==> src/rtl/wt_mem_req_arbiter.sv <==
// ---------------------------------------------------------------------------
// wt_mem_req_arbiter
//
// Shares the single memory-side request port between three requesters:
//   0 : instruction-cache refill
//   1 : write-through data-cache read miss
//   2 : data-cache write buffer (stores)
// Allocates memory transaction IDs (TIDs), limits the number of stores in
// flight and routes responses back to their originator by TID.
//
// Ports
//   clk_i            clock
//   rst_ni           asynchronous active-low reset
//   req_i[3]         per-requester request valid (bit 2 = store requester)
//   addr_i           per-requester address, requester r at [r*ADDR_WIDTH +: ADDR_WIDTH]
//   gnt_o[3]         one-hot grant, high in the handshake cycle only
//   wbuf_fill_i      write-buffer occupancy (store urgency)
//   mem_req_valid_o  memory request valid
//   mem_req_ready_i  memory port accepts the request
//   mem_req_addr_o   address of the selected requester
//   mem_req_we_o     high when the selected requester is the store requester
//   mem_req_tid_o    TID allocated to the request
//   mem_rsp_valid_i  memory response valid (always accepted)
//   mem_rsp_tid_i    TID carried by the response
//   rsp_valid_o[3]   one-hot response strobe to the TID owner
//   tid_busy_o       TID in-use vector (debug)
//   err_o            sticky: a response arrived on a free TID
//
// Handshake: a memory request transfers on a cycle where mem_req_valid_o and
// mem_req_ready_i are both high. Once valid is raised it is held, together
// with addr/we/tid, until that transfer happens (the LOCKED state). Responses
// have no back-pressure: mem_rsp_valid_i is consumed in the cycle it is high.
// ---------------------------------------------------------------------------
module wt_mem_req_arbiter #(
  parameter int unsigned MEM_TID_WIDTH  = 2,
  parameter int unsigned ADDR_WIDTH     = 64,
  parameter int unsigned MAX_OUT_STORES = 7,
  parameter int unsigned WBUF_DEPTH     = 8,
  parameter int unsigned WBUF_URGENT    = 6,
  localparam int unsigned NUM_TID       = 2 ** MEM_TID_WIDTH,
  localparam int unsigned FILL_W        = $clog2(WBUF_DEPTH + 1)
) (
  input  logic                       clk_i,
  input  logic                       rst_ni,
  input  logic [2:0]                 req_i,
  input  logic [3*ADDR_WIDTH-1:0]    addr_i,
  output logic [2:0]                 gnt_o,
  input  logic [FILL_W-1:0]          wbuf_fill_i,
  output logic                       mem_req_valid_o,
  input  logic                       mem_req_ready_i,
  output logic [ADDR_WIDTH-1:0]      mem_req_addr_o,
  output logic                       mem_req_we_o,
  output logic [MEM_TID_WIDTH-1:0]   mem_req_tid_o,
  input  logic                       mem_rsp_valid_i,
  input  logic [MEM_TID_WIDTH-1:0]   mem_rsp_tid_i,
  output logic [2:0]                 rsp_valid_o,
  output logic [NUM_TID-1:0]         tid_busy_o,
  output logic                       err_o
);

  localparam int unsigned          CNT_W       = $clog2(MAX_OUT_STORES + 1);
  localparam logic [CNT_W-1:0]     MAX_CNT     = CNT_W'(MAX_OUT_STORES);
  localparam logic [FILL_W-1:0]    URGENT_FILL = FILL_W'(WBUF_URGENT);

  typedef enum logic [0:0] {
    ST_IDLE   = 1'b0,
    ST_LOCKED = 1'b1
  } state_e;

  // registers
  state_e                    r_state;
  logic [1:0]                r_winner;
  logic [MEM_TID_WIDTH-1:0]  r_tid;
  logic [ADDR_WIDTH-1:0]     r_addr;
  logic [1:0]                r_rr_ptr;
  logic [NUM_TID-1:0]        r_busy;
  logic [1:0]                r_owner [NUM_TID];
  logic [CNT_W-1:0]          r_store_cnt;
  logic                      r_err;

  // wires
  state_e                    w_state_nxt;
  logic                      w_any_free;
  logic [MEM_TID_WIDTH-1:0]  w_free_tid;
  logic                      w_store_ok;
  logic [2:0]                w_elig;
  logic                      w_urgent;
  logic [1:0]                w_rr_sel;
  logic                      w_rr_found;
  logic [2:0]                w_rr_idx;
  logic [1:0]                w_sel_idle;
  logic                      w_valid;
  logic [1:0]                w_winner;
  logic [MEM_TID_WIDTH-1:0]  w_tid;
  logic [ADDR_WIDTH-1:0]     w_addr;
  logic                      w_hs;
  logic                      w_lock;
  logic                      w_rsp_busy;
  logic                      w_rsp_hit;
  logic                      w_rsp_err;
  logic [1:0]                w_rsp_owner;
  logic                      w_store_inc;
  logic                      w_store_dec;

  function automatic logic [ADDR_WIDTH-1:0] f_sel_addr(input logic [1:0] sel);
    case (sel)
      2'd0:    f_sel_addr = addr_i[0*ADDR_WIDTH +: ADDR_WIDTH];
      2'd1:    f_sel_addr = addr_i[1*ADDR_WIDTH +: ADDR_WIDTH];
      default: f_sel_addr = addr_i[2*ADDR_WIDTH +: ADDR_WIDTH];
    endcase
  endfunction

  // ---------------------------------------------------------------------
  // Eligibility and selection
  // ---------------------------------------------------------------------
  assign w_any_free = ~(&r_busy);
  assign w_store_ok = (r_store_cnt < MAX_CNT);
  assign w_elig     = req_i & {3{w_any_free}} & {w_store_ok, 2'b11};
  assign w_urgent   = w_elig[2] && (wbuf_fill_i >= URGENT_FILL);

  // Lowest free TID. Uses the registered table only, so a TID freed by a
  // response this cycle is not reused until the next cycle.
  always_comb begin
    w_free_tid = '0;
    for (int i = NUM_TID - 1; i >= 0; i--) begin
      if (!r_busy[i]) w_free_tid = MEM_TID_WIDTH'(i);
    end
  end

  // Round-robin search starting at the pointer: ptr, ptr+1, ptr+2 (mod 3).
  always_comb begin
    w_rr_sel   = r_rr_ptr;
    w_rr_found = 1'b0;
    w_rr_idx   = 3'd0;
    for (int k = 0; k < 3; k++) begin
      w_rr_idx = {1'b0, r_rr_ptr} + 3'(k);
      if (w_rr_idx >= 3'd3) w_rr_idx = w_rr_idx - 3'd3;
      if (!w_rr_found && w_elig[w_rr_idx[1:0]]) begin
        w_rr_sel   = w_rr_idx[1:0];
        w_rr_found = 1'b1;
      end
    end
  end

  assign w_sel_idle = w_urgent ? 2'd2 : w_rr_sel;

  // ---------------------------------------------------------------------
  // FSM: next state and request outputs
  // ---------------------------------------------------------------------
  always_comb begin
    w_valid     = 1'b0;
    w_winner    = r_winner;
    w_tid       = r_tid;
    w_addr      = r_addr;
    w_state_nxt = r_state;
    case (r_state)
      ST_IDLE: begin
        w_valid  = |w_elig;
        w_winner = w_sel_idle;
        w_tid    = w_free_tid;
        w_addr   = f_sel_addr(w_sel_idle);
      end
      ST_LOCKED: begin
        w_valid = 1'b1;
      end
      default: begin
        w_valid = 1'b0;
      end
    endcase
    // Combinational outputs must read zero while reset is held, even if a
    // requester keeps req_i high through reset.
    w_valid = w_valid & rst_ni;
    if (w_valid && mem_req_ready_i) begin
      w_state_nxt = ST_IDLE;
    end else if (w_valid) begin
      w_state_nxt = ST_LOCKED;
    end
  end

  assign w_hs   = w_valid & mem_req_ready_i;
  assign w_lock = (r_state == ST_IDLE) & w_valid & ~mem_req_ready_i;

  assign mem_req_valid_o = w_valid;
  assign mem_req_addr_o  = w_valid ? w_addr : '0;
  assign mem_req_we_o    = w_valid && (w_winner == 2'd2);
  assign mem_req_tid_o   = w_valid ? w_tid : '0;
  assign gnt_o           = w_hs ? (3'b001 << w_winner) : 3'b000;

  // ---------------------------------------------------------------------
  // Response routing
  // ---------------------------------------------------------------------
  assign w_rsp_busy  = r_busy[mem_rsp_tid_i];
  assign w_rsp_owner = r_owner[mem_rsp_tid_i];
  assign w_rsp_hit   = rst_ni & mem_rsp_valid_i & w_rsp_busy;
  assign w_rsp_err   = mem_rsp_valid_i & ~w_rsp_busy;
  assign rsp_valid_o = w_rsp_hit ? (3'b001 << w_rsp_owner) : 3'b000;

  assign tid_busy_o  = r_busy;
  assign err_o       = r_err;

  assign w_store_inc = w_hs && (w_winner == 2'd2);
  assign w_store_dec = w_rsp_hit && (w_rsp_owner == 2'd2);

  // ---------------------------------------------------------------------
  // Sequential state
  // ---------------------------------------------------------------------
  always_ff @(posedge clk_i or negedge rst_ni) begin
    if (!rst_ni) begin
      r_state  <= ST_IDLE;
      r_winner <= 2'd0;
      r_tid    <= '0;
      r_addr   <= '0;
      r_rr_ptr <= 2'd0;
    end else begin
      r_state <= w_state_nxt;
      // The TID chosen here stays reserved for the locked request; it is
      // only committed to the table at the handshake.
      if (w_lock) begin
        r_winner <= w_winner;
        r_tid    <= w_tid;
        r_addr   <= w_addr;
      end
      // Pointer advances past the winner, urgent wins included.
      if (w_hs) begin
        r_rr_ptr <= (w_winner == 2'd2) ? 2'd0 : (w_winner + 2'd1);
      end
    end
  end

  // A TID being granted is free and a TID being freed is busy, so the set
  // and clear below never target the same entry.
  always_ff @(posedge clk_i or negedge rst_ni) begin
    if (!rst_ni) begin
      r_busy <= '0;
      for (int i = 0; i < NUM_TID; i++) r_owner[i] <= 2'd0;
    end else begin
      if (w_hs) begin
        r_busy[w_tid]  <= 1'b1;
        r_owner[w_tid] <= w_winner;
      end
      if (w_rsp_hit) begin
        r_busy[mem_rsp_tid_i] <= 1'b0;
      end
    end
  end

  always_ff @(posedge clk_i or negedge rst_ni) begin
    if (!rst_ni) begin
      r_store_cnt <= '0;
    end else begin
      case ({w_store_inc, w_store_dec})
        2'b10:   r_store_cnt <= r_store_cnt + CNT_W'(1);
        2'b01:   r_store_cnt <= r_store_cnt - CNT_W'(1);
        default: r_store_cnt <= r_store_cnt;
      endcase
    end
  end

  always_ff @(posedge clk_i or negedge rst_ni) begin
    if (!rst_ni) begin
      r_err <= 1'b0;
    end else if (w_rsp_err) begin
      r_err <= 1'b1;
    end
  end

  // ---------------------------------------------------------------------
  // Protocol checks
  // ---------------------------------------------------------------------
  a_store_no_overflow: assert property (@(posedge clk_i) disable iff (!rst_ni)
    !(w_store_inc && !w_store_dec && (r_store_cnt == MAX_CNT)));

  a_store_no_underflow: assert property (@(posedge clk_i) disable iff (!rst_ni)
    !(w_store_dec && !w_store_inc && (r_store_cnt == '0)));

  a_locked_req_stable: assert property (@(posedge clk_i) disable iff (!rst_ni)
    (r_state == ST_LOCKED) |-> (req_i[r_winner] && (f_sel_addr(r_winner) == r_addr)));

endmodule
==> config.mk <==
export PLATFORM = sky130hd
export DESIGN_NAME = wt_mem_req_arbiter
export DESIGN_NICKNAME = d
export VERILOG_FILES = /design/src/rtl/wt_mem_req_arbiter.sv
export SDC_FILE = /design/constraint.sdc
export NUM_CORES = 1
export LEC_CHECK = 0
export ABC_AREA = 0
export BUFFER_PORTS_ARGS = -buffer_cell sky130_fd_sc_hd__buf_4
export CORE_ASPECT_RATIO = 0.6
export CORE_MARGIN = 4
export CORE_UTILIZATION = 44
export CTS_CLUSTER_SIZE = 16
export DETAILED_ROUTE_END_ITERATION = 10
export PLACE_DENSITY = 0.86
export SYNTH_ARGS = -nofsm -noshare
export SYNTH_HDL_FRONTEND = slang
export SYNTH_SLANG_ARGS = --single-unit
==> constraint.sdc <==
create_clock -name clk_i -period 3.39 [get_ports clk_i]
set_clock_uncertainty 0.15 [all_clocks]
set_input_delay 0.678 -clock clk_i [delete_from_list [all_inputs] [get_ports clk_i]]
set_output_delay 0.678 -clock clk_i [all_outputs]
set_load 0.005 [all_outputs]
* After elaboration in Yosys (flattened, before gate mapping)
Cells that the tools add are included.
** Storage, ports and cells
- Bits in registers :: 87
- Bits in latches :: 0
- RAM bits :: 0
- Memory bits (read-only) :: 0
- Input port bits :: 205
- Output and inout bits :: 79
- Logic and storage cells :: 123
- Memories :: 0
** Operators by class
- Add/sub/neg operators :: 8
- $mul :: 0
- Div/mod/pow operators :: 0
- Order comparisons :: 15
- Eq/ne operators :: 5
- Shifts and indexed selects :: 2
- Multiplexer cells :: 46
- Bitwise gates (word level) :: 18
- Reductions and logical operators :: 17
** Operator list (number)
- 2-to-1 mux 64 bit :: 2
- one-hot mux 64 bit (2 select lines) :: 1
- 2-to-1 mux 2 bit :: 18
- < comparator 2 x 3 -> 1 bit (second input constant) :: 5
- logical AND 1 bit :: 10
- 2-to-1 mux 1 bit :: 10
- binary-select mux 1 bit (select 2 bit) :: 4
- bitwise mux 8 bit :: 1
- 2-to-1 mux 4 bit :: 2
- AND 1 bit :: 7
- AND 3 bit :: 2
- equality test 2 bit (second input constant) :: 3
- greater-or-equal comparator 3 x 2 -> 1 bit (second input constant) :: 2
- greater-or-equal comparator 3 bit (second input constant) :: 2
- 2-to-1 mux 3 bit :: 2
- inverter 2 -> 3 bit :: 2
- one-hot mux 3 bit (2 select lines) :: 1
- left shift 1 x 2 -> 3 bit (first input constant) :: 2
- subtractor 2 bit (second input constant) :: 3
- AND 4 bit :: 1
- binary-select mux 2 bit (select 2 bit) :: 1
- demux 1 bit (select 2 bit) :: 2
- demux 2 bit (select 2 bit) :: 1
- equality test 2 x 1 -> 1 bit (second input constant) :: 2
- 19 further kinds :: 25

* Longest topological paths before layout
- Word-level depth :: 19
- Gate-level depth with buffers :: 17
- Gate-level depth less buffers :: 15

* Worst setup path before layout
No wires, ideal clock.
- Path kind :: input port to flip-flop
- Start :: input port req_i[1]
- End :: register r_store_cnt[2]
- Setup time :: 125 ps
- Arrival time :: 3017 ps
- Required time :: 3115 ps
- Path slack :: 98 ps
- Stages :: 15
- Buffers on the path :: 2
- Path through :: clkbuf_2 nor2_1 and4_1 o211ai_1 nor2_2 a21o_1 buf_6 a31o_1 or3_1 ha_1 inv_1 fa_1 xor2_1 nor2_1 xor2_1
** On the way
- Cells in the longest elaborated chain, start to end :: 17
- Elaborated cells between the ends (all ways) :: 29
- Classes of those cells :: eq/ne: 3; mux: 15; bitwise: 4; reduce/logical: 7
** Ends and longest elaborated chain
- start, declared :: line 45 : input logic [2:0] req_i,
- AND 3 bit (*) (2 in series) :: line 118 : assign w_elig = req_i & {3{w_any_free}} & {w_store_ok, 2'b11};
- binary-select mux 1 bit (select 2 bit) :: line 138 : if (!w_rr_found && w_elig[w_rr_idx[1:0]]) begin
- 2-to-1 mux 1 bit (implied by the code) :: line 138
- 2-to-1 mux 1 bit :: line 138
- zero test 1 bit :: line 138
- logical AND 1 bit :: line 138
- 2-to-1 mux 1 bit :: line 138
- zero test 1 bit :: line 138
- logical AND 1 bit :: line 138
- 2-to-1 mux 2 bit :: line 138
- 2-to-1 mux 2 bit :: line 145 : assign w_sel_idle = w_urgent ? 2'd2 : w_rr_sel;
- 2-to-1 mux 2 bit :: line 156 : case (r_state)
- equality test 2 bit :: line 201 : assign w_store_inc = w_hs && (w_winner == 2'd2);
- logical AND 1 bit (*) :: line 201
- equality test 2 x 1 -> 1 bit or equality test 2 bit (tied branches) :: line 251 : case ({w_store_inc, w_store_dec})
- one-hot mux 3 bit (2 select lines) or nonzero test 2 bit (tied branches)
- end signal, assigned :: line 252 : 2'b10: r_store_cnt <= r_store_cnt + CNT_W'(1);
- end signal, assigned :: line 253 : 2'b01: r_store_cnt <= r_store_cnt - CNT_W'(1);
- end signal, assigned :: line 254 : default: r_store_cnt <= r_store_cnt;
- end, declared :: line 78 : logic [CNT_W-1:0] r_store_cnt;
Every way passes the cells marked *; elsewhere a longest branch is shown, timed or not. The select of a mux whose other input is x is not followed.
A chain may end at the register's enable or synchronous reset.

* Worst setup path after layout
- Start :: register r_rr_ptr[1]
- End :: output port mem_req_addr_o[52]
** On the way
- Cells in the longest elaborated chain, start to end :: 16
- Elaborated cells between the ends (all ways) :: 32
- Classes of those cells :: add/sub: 5; order compare: 3; eq/ne: 1; mux: 18; reduce/logical: 5
** Ends and longest elaborated chain
- start, declared :: line 75 : logic [1:0] r_rr_ptr;
- start signal, assigned :: line 225 : r_rr_ptr <= (w_winner == 2'd2) ? 2'd0 : (w_winner + 2'd1);
- parallel branches: the longest is 10 deep, another holds adder 2 x 1 -> 3 bit
- 2-to-1 mux 2 bit (*) :: line 138
- 2-to-1 mux 2 bit (*) :: line 145
- equality test 2 x 1 -> 1 bit or zero test 2 bit (tied branches) :: line 106 : case (sel)
- one-hot mux 64 bit (2 select lines) (*) :: line 106
- 2-to-1 mux 64 bit (*) :: line 156
- 2-to-1 mux 64 bit (*) :: line 184 : assign mem_req_addr_o = w_valid ? w_addr : '0;
- end, declared :: line 51 : output logic [ADDR_WIDTH-1:0] mem_req_addr_o,
Every way passes the cells marked *. The select of a mux whose other input is x is not followed.

==> impl_metrics.py <==
metrics = {
    "outcome": {
        "result_of_the_run": "finished, violations left",
        "failed_checks": "setup timing",
    },
    "setup_path": {
        "timing.critical_path.fanout_max": 5,
        "setup.worst_path.end_class": "primary output",
        "arrival_ps": 2900,
        "reg2regPathDepth": 16,
        "critical_path.max_stage_delay_ps": 440,
        "timing.critical_path.cells": "ha_4 > mux2i_2 > o22ai_1 > a222oi_1 > buf_4 > nor2_4 > buf_6 > nor3_4 > buf_6 > a32oi_1 > o21ai_1 > buf_4",
        "critPathRequiredTime_ps": 2560,
        "regToRegSetupSlack_ps": -120,
        "worst_r2r_endpoint": "r_store_cnt[2]",
        "timing_worst_setup_path_type": "reg2out",
        "reg2reg_from": "r_rr_ptr[1]",
        "cp-start-kind": "flip-flop",
        "slowest_stage": "sky130_fd_sc_hd__dfrtp_2",
    },
    "sta": {
        "setup-violations-final": 70,
        "final_hold_violation_count": 0,
        "worstMarginPinSlew_ps": 842,
        "fin_crit_ps": 3720,
        "max_freq_mhz": 268,
        "timing.final.max_slew_violations": 0,
        "min_period_over_period_pct": 110,
        "smallest_setup_slack_after_layout_ps": -335,
        "slew-limit-headroom_pct": 43.9,
        "grt_setup_unrepaired": "yes",
        "hold_ws_ps": 246,
    },
    "synthesis": {
        "postSynthAreaPerCell_um2": 8.37,
        "synth.cell_area_um2": 6350,
        "synth_area_leader_cell": "sky130_fd_sc_hd__dfrtp_1",
        "synth_seq_area_share_pct": 34.3,
        "synth_top_cells_by_count": "87 x sky130_fd_sc_hd__dfrtp_1, 83 x sky130_fd_sc_hd__nand2_1, 81 x sky130_fd_sc_hd__inv_1, 74 x sky130_fd_sc_hd__o21ai_0, 68 x sky130_fd_sc_hd__mux2i_1",
        "synth_cell_types": 53,
        "synth_cells": 759,
        "cell_types_occupying_the_most_area_after_synthesis": "sky130_fd_sc_hd__dfrtp_1 34%, sky130_fd_sc_hd__mux2i_1 11%, sky130_fd_sc_hd__o221ai_1 8.8%",
        "syn_nets": 968,
        "yosysTopAreaCellShare_pct": 34.3,
        "synth-seq-cells": 87,
        "async_reset_ff_share_pct": 100,
        "ys.warnings.count": 0,
        "synth_edf_count": 0,
        "synthMostInstantiatedCell": "sky130_fd_sc_hd__dfrtp_1",
        "most_used_flip_flop_cell_after_synthesis": "sky130_fd_sc_hd__dfrtp_1",
    },
    "place": {
        "number_of_buffers_added_on_ports": 282,
        "finalWeightedCongestion": 0.957,
        "dpl.hpwl_mm": 17.2,
    },
    "clock_network": {
        "cts-htree-levels": 3,
        "clk-insertion-delay-late_ps": 330,
        "clk_root_buffer_cell": "sky130_fd_sc_hd__clkbuf_16",
        "cts_max_path_bufs": 2,
        "cts-hold-fix-buffers": 0,
        "cts_sinks": 87,
        "cts_tree": "built",
        "cts-buffers-inserted": 9,
        "clkTransAtPathRegs_ps": 70,
    },
    "die": {
        "core_region_area_um2": 13900,
        "initial_utilization_pct": 45.8,
        "die_y_um": 101,
        "fp.dieArea_um2": 16500,
        "number_of_ports_placed_on_the_die_boundary": 284,
        "die_x_um": 163,
        "placementRows": 33,
    },
    "routing": {
        "avgRoutedWirePerCell_um": 22.1,
        "dr_total_vias": 8071,
        "postRouteWirelength_mm": 28.4,
        "routed_via_density": 6.28,
        "detailedRoute.firstPassIterationCount": 8,
        "drt_drc_violations_left": 0,
        "drtAntennaViolNets": 0,
        "drt_iter0_drc": 877,
    },
    "power_and_ir_drop": {
        "irDropWorstVdd_mv": 0.636,
        "powerDensity_nw_per_um2": 895,
        "cellLeakagePower_nw": 5.03,
    },
    "final_layout": {
        "n_antenna_cell": 0,
        "fin_util_pct": 78.5,
        "layout-drive-gt1-share_pct": 50.3,
        "filler_cell_count": 829,
        "area.growth.synth_to_final_pct": 71.4,
        "final_net_count": 1297,
    },
    "global_routing": {
        "globalRouteTotalUtil_pct": 31.1,
        "wire_length_of_the_first_global_routing_pass_mm": 40.8,
        "grt_overflow": 0,
        "antenna_violations_before_repair": 0,
        "grt_max_degree": 113,
        "number_of_global_route_vias_before_repair": 7676,
    },
    "job": {
        "maxCapViolations": 0,
    },
    "hold_path": {
        "holdCritPathClass": "in2async",
    },
}
==> power by group <==
group	switching (W)	total, W	internal [W]
logic	0.00351	0.00699	0.00348
clock network	0.000442	0.000941	0.000499
registers	0.000311	0.00182	0.00151
==> cells in the final DEF, fill, tap and decap left out, types with 3 or more instances in the layout <==
master                        n
sky130_fd_sc_hd__o21ai_1     36
sky130_fd_sc_hd__a32oi_1      6
sky130_fd_sc_hd__nor4_2      21
sky130_fd_sc_hd__nor2_1      10
sky130_fd_sc_hd__buf_4      342
sky130_fd_sc_hd__nor4_4      30
sky130_fd_sc_hd__nand2_1     81
sky130_fd_sc_hd__o221ai_1    64
sky130_fd_sc_hd__mux2i_2     15
sky130_fd_sc_hd__mux2_2       8
sky130_fd_sc_hd__o21ai_4      4
sky130_fd_sc_hd__inv_2        3
sky130_fd_sc_hd__mux4_2       3
sky130_fd_sc_hd__buf_12      19
sky130_fd_sc_hd__nand3_1     12
sky130_fd_sc_hd__a21oi_1      7
sky130_fd_sc_hd__o21ai_0      7
sky130_fd_sc_hd__nor3_4       4
sky130_fd_sc_hd__clkinv_2     4
sky130_fd_sc_hd__inv_1       78
sky130_fd_sc_hd__a221oi_1     3
sky130_fd_sc_hd__nor3_1       3
sky130_fd_sc_hd__buf_8        4
sky130_fd_sc_hd__buf_6       20
sky130_fd_sc_hd__ha_4         3
sky130_fd_sc_hd__dfrtp_1     85
sky130_fd_sc_hd__nor4_1       8
sky130_fd_sc_hd__o211ai_1     3
sky130_fd_sc_hd__mux2i_1     52
sky130_fd_sc_hd__clkbuf_16   11
sky130_fd_sc_hd__a31oi_1     60
sky130_fd_sc_hd__o21ai_2     27
sky130_fd_sc_hd__buf_16       5
==> worst max-delay path, delay by kind of cell (launching register included) <==
kind            cells  cell delay [ps]
flops               1              440
compound gates      4              710
fa+ha+maj           1              280
mux                 1              210
simple gates        2              220
buf+inv             4              690
==> stage by stage <==
step                total power (W)  setup WS [ps]  setup TNS, ps  cell area, µm²  std cells
floorplan                   0.00460           97.8              0            6350        759
global placement            0.00658          -11.7          -27.1            9070       1224
detailed placement          0.00674          -94.5           -638            9070       1224
CTS                         0.00887           -273         -15670           10200       1267
global route                 0.0102           -499         -28600           10900       1285
finish                      0.00975           -335         -18590           10900       1285
==> worst max path at each step <==
stage                startpoint                 end  slack, ps  cells after the start
detailed placement  r_rr_ptr[0]      r_store_cnt[1]        -90                     14
global placement    r_rr_ptr[0]      r_store_cnt[2]        -10                     16
global route        r_rr_ptr[0]   mem_req_addr_o[4]       -500                     13
floorplan              req_i[1]      r_store_cnt[2]        100                     15
CTS                 r_rr_ptr[1]  mem_req_addr_o[38]       -270                     12
finish              r_rr_ptr[1]  mem_req_addr_o[52]       -330                     12
==> registers in the layout, summed over array words and instances, names as in the netlist <==
name	count
err_o	1
r_addr	64
r_owner	8
r_rr_ptr	2
r_state	1
r_store_cnt	3
r_tid	2
r_winner	2
tid_busy_o	4
==> metal layers <==
| metal | GRT usage (%) | wire length (µm) |
|---|---|---|
| met1 | 41.0 | 10900 |
| met2 | 50.2 | 13600 |
| met3 | 7.97 | 3110 |
| met4 | 10.4 | 857 |
| met5 | 0 | 0 |
==> cell type report <==
class	instances	area, µm²	share of cell area, %
multi-input cells	517	4470	41.0
repair buffers	392	3420	31.4
flip-flops and latches	87	2180	20.0
inverters	81	304	2.79
well taps	192	240	2.21
clock buffers	9	225	2.07
clock inverters	7	46.3	0.425
==> what timing repair did <==
item | 4_1_cts | 5_1_grt
buffers inserted | 19 | 21
endpoints found under the setup margin | 70 | 70
pin swaps | 16 | 33
hold endpoints to repair | 0 | 0
resized for setup | 141 | 124
gates cloned | 8 | 2
==> cell families (layout without fill, tap and decap cells) <==
logic type	count (synthesis)	in the layout	synth area share [%]
flip-flops	87	87	34.3
AND/OR/NAND/NOR	192	193	15.1
XOR/XNOR	3	3	0.414
multiplexers	79	79	13.2
adder cells (fa/ha/maj)	4	4	0.906
buffers and inverters	156	489	10.6
AO/OA/AOI/OAI	238	238	25.5
No activity file was read; power rests on OpenSTA's default activity.
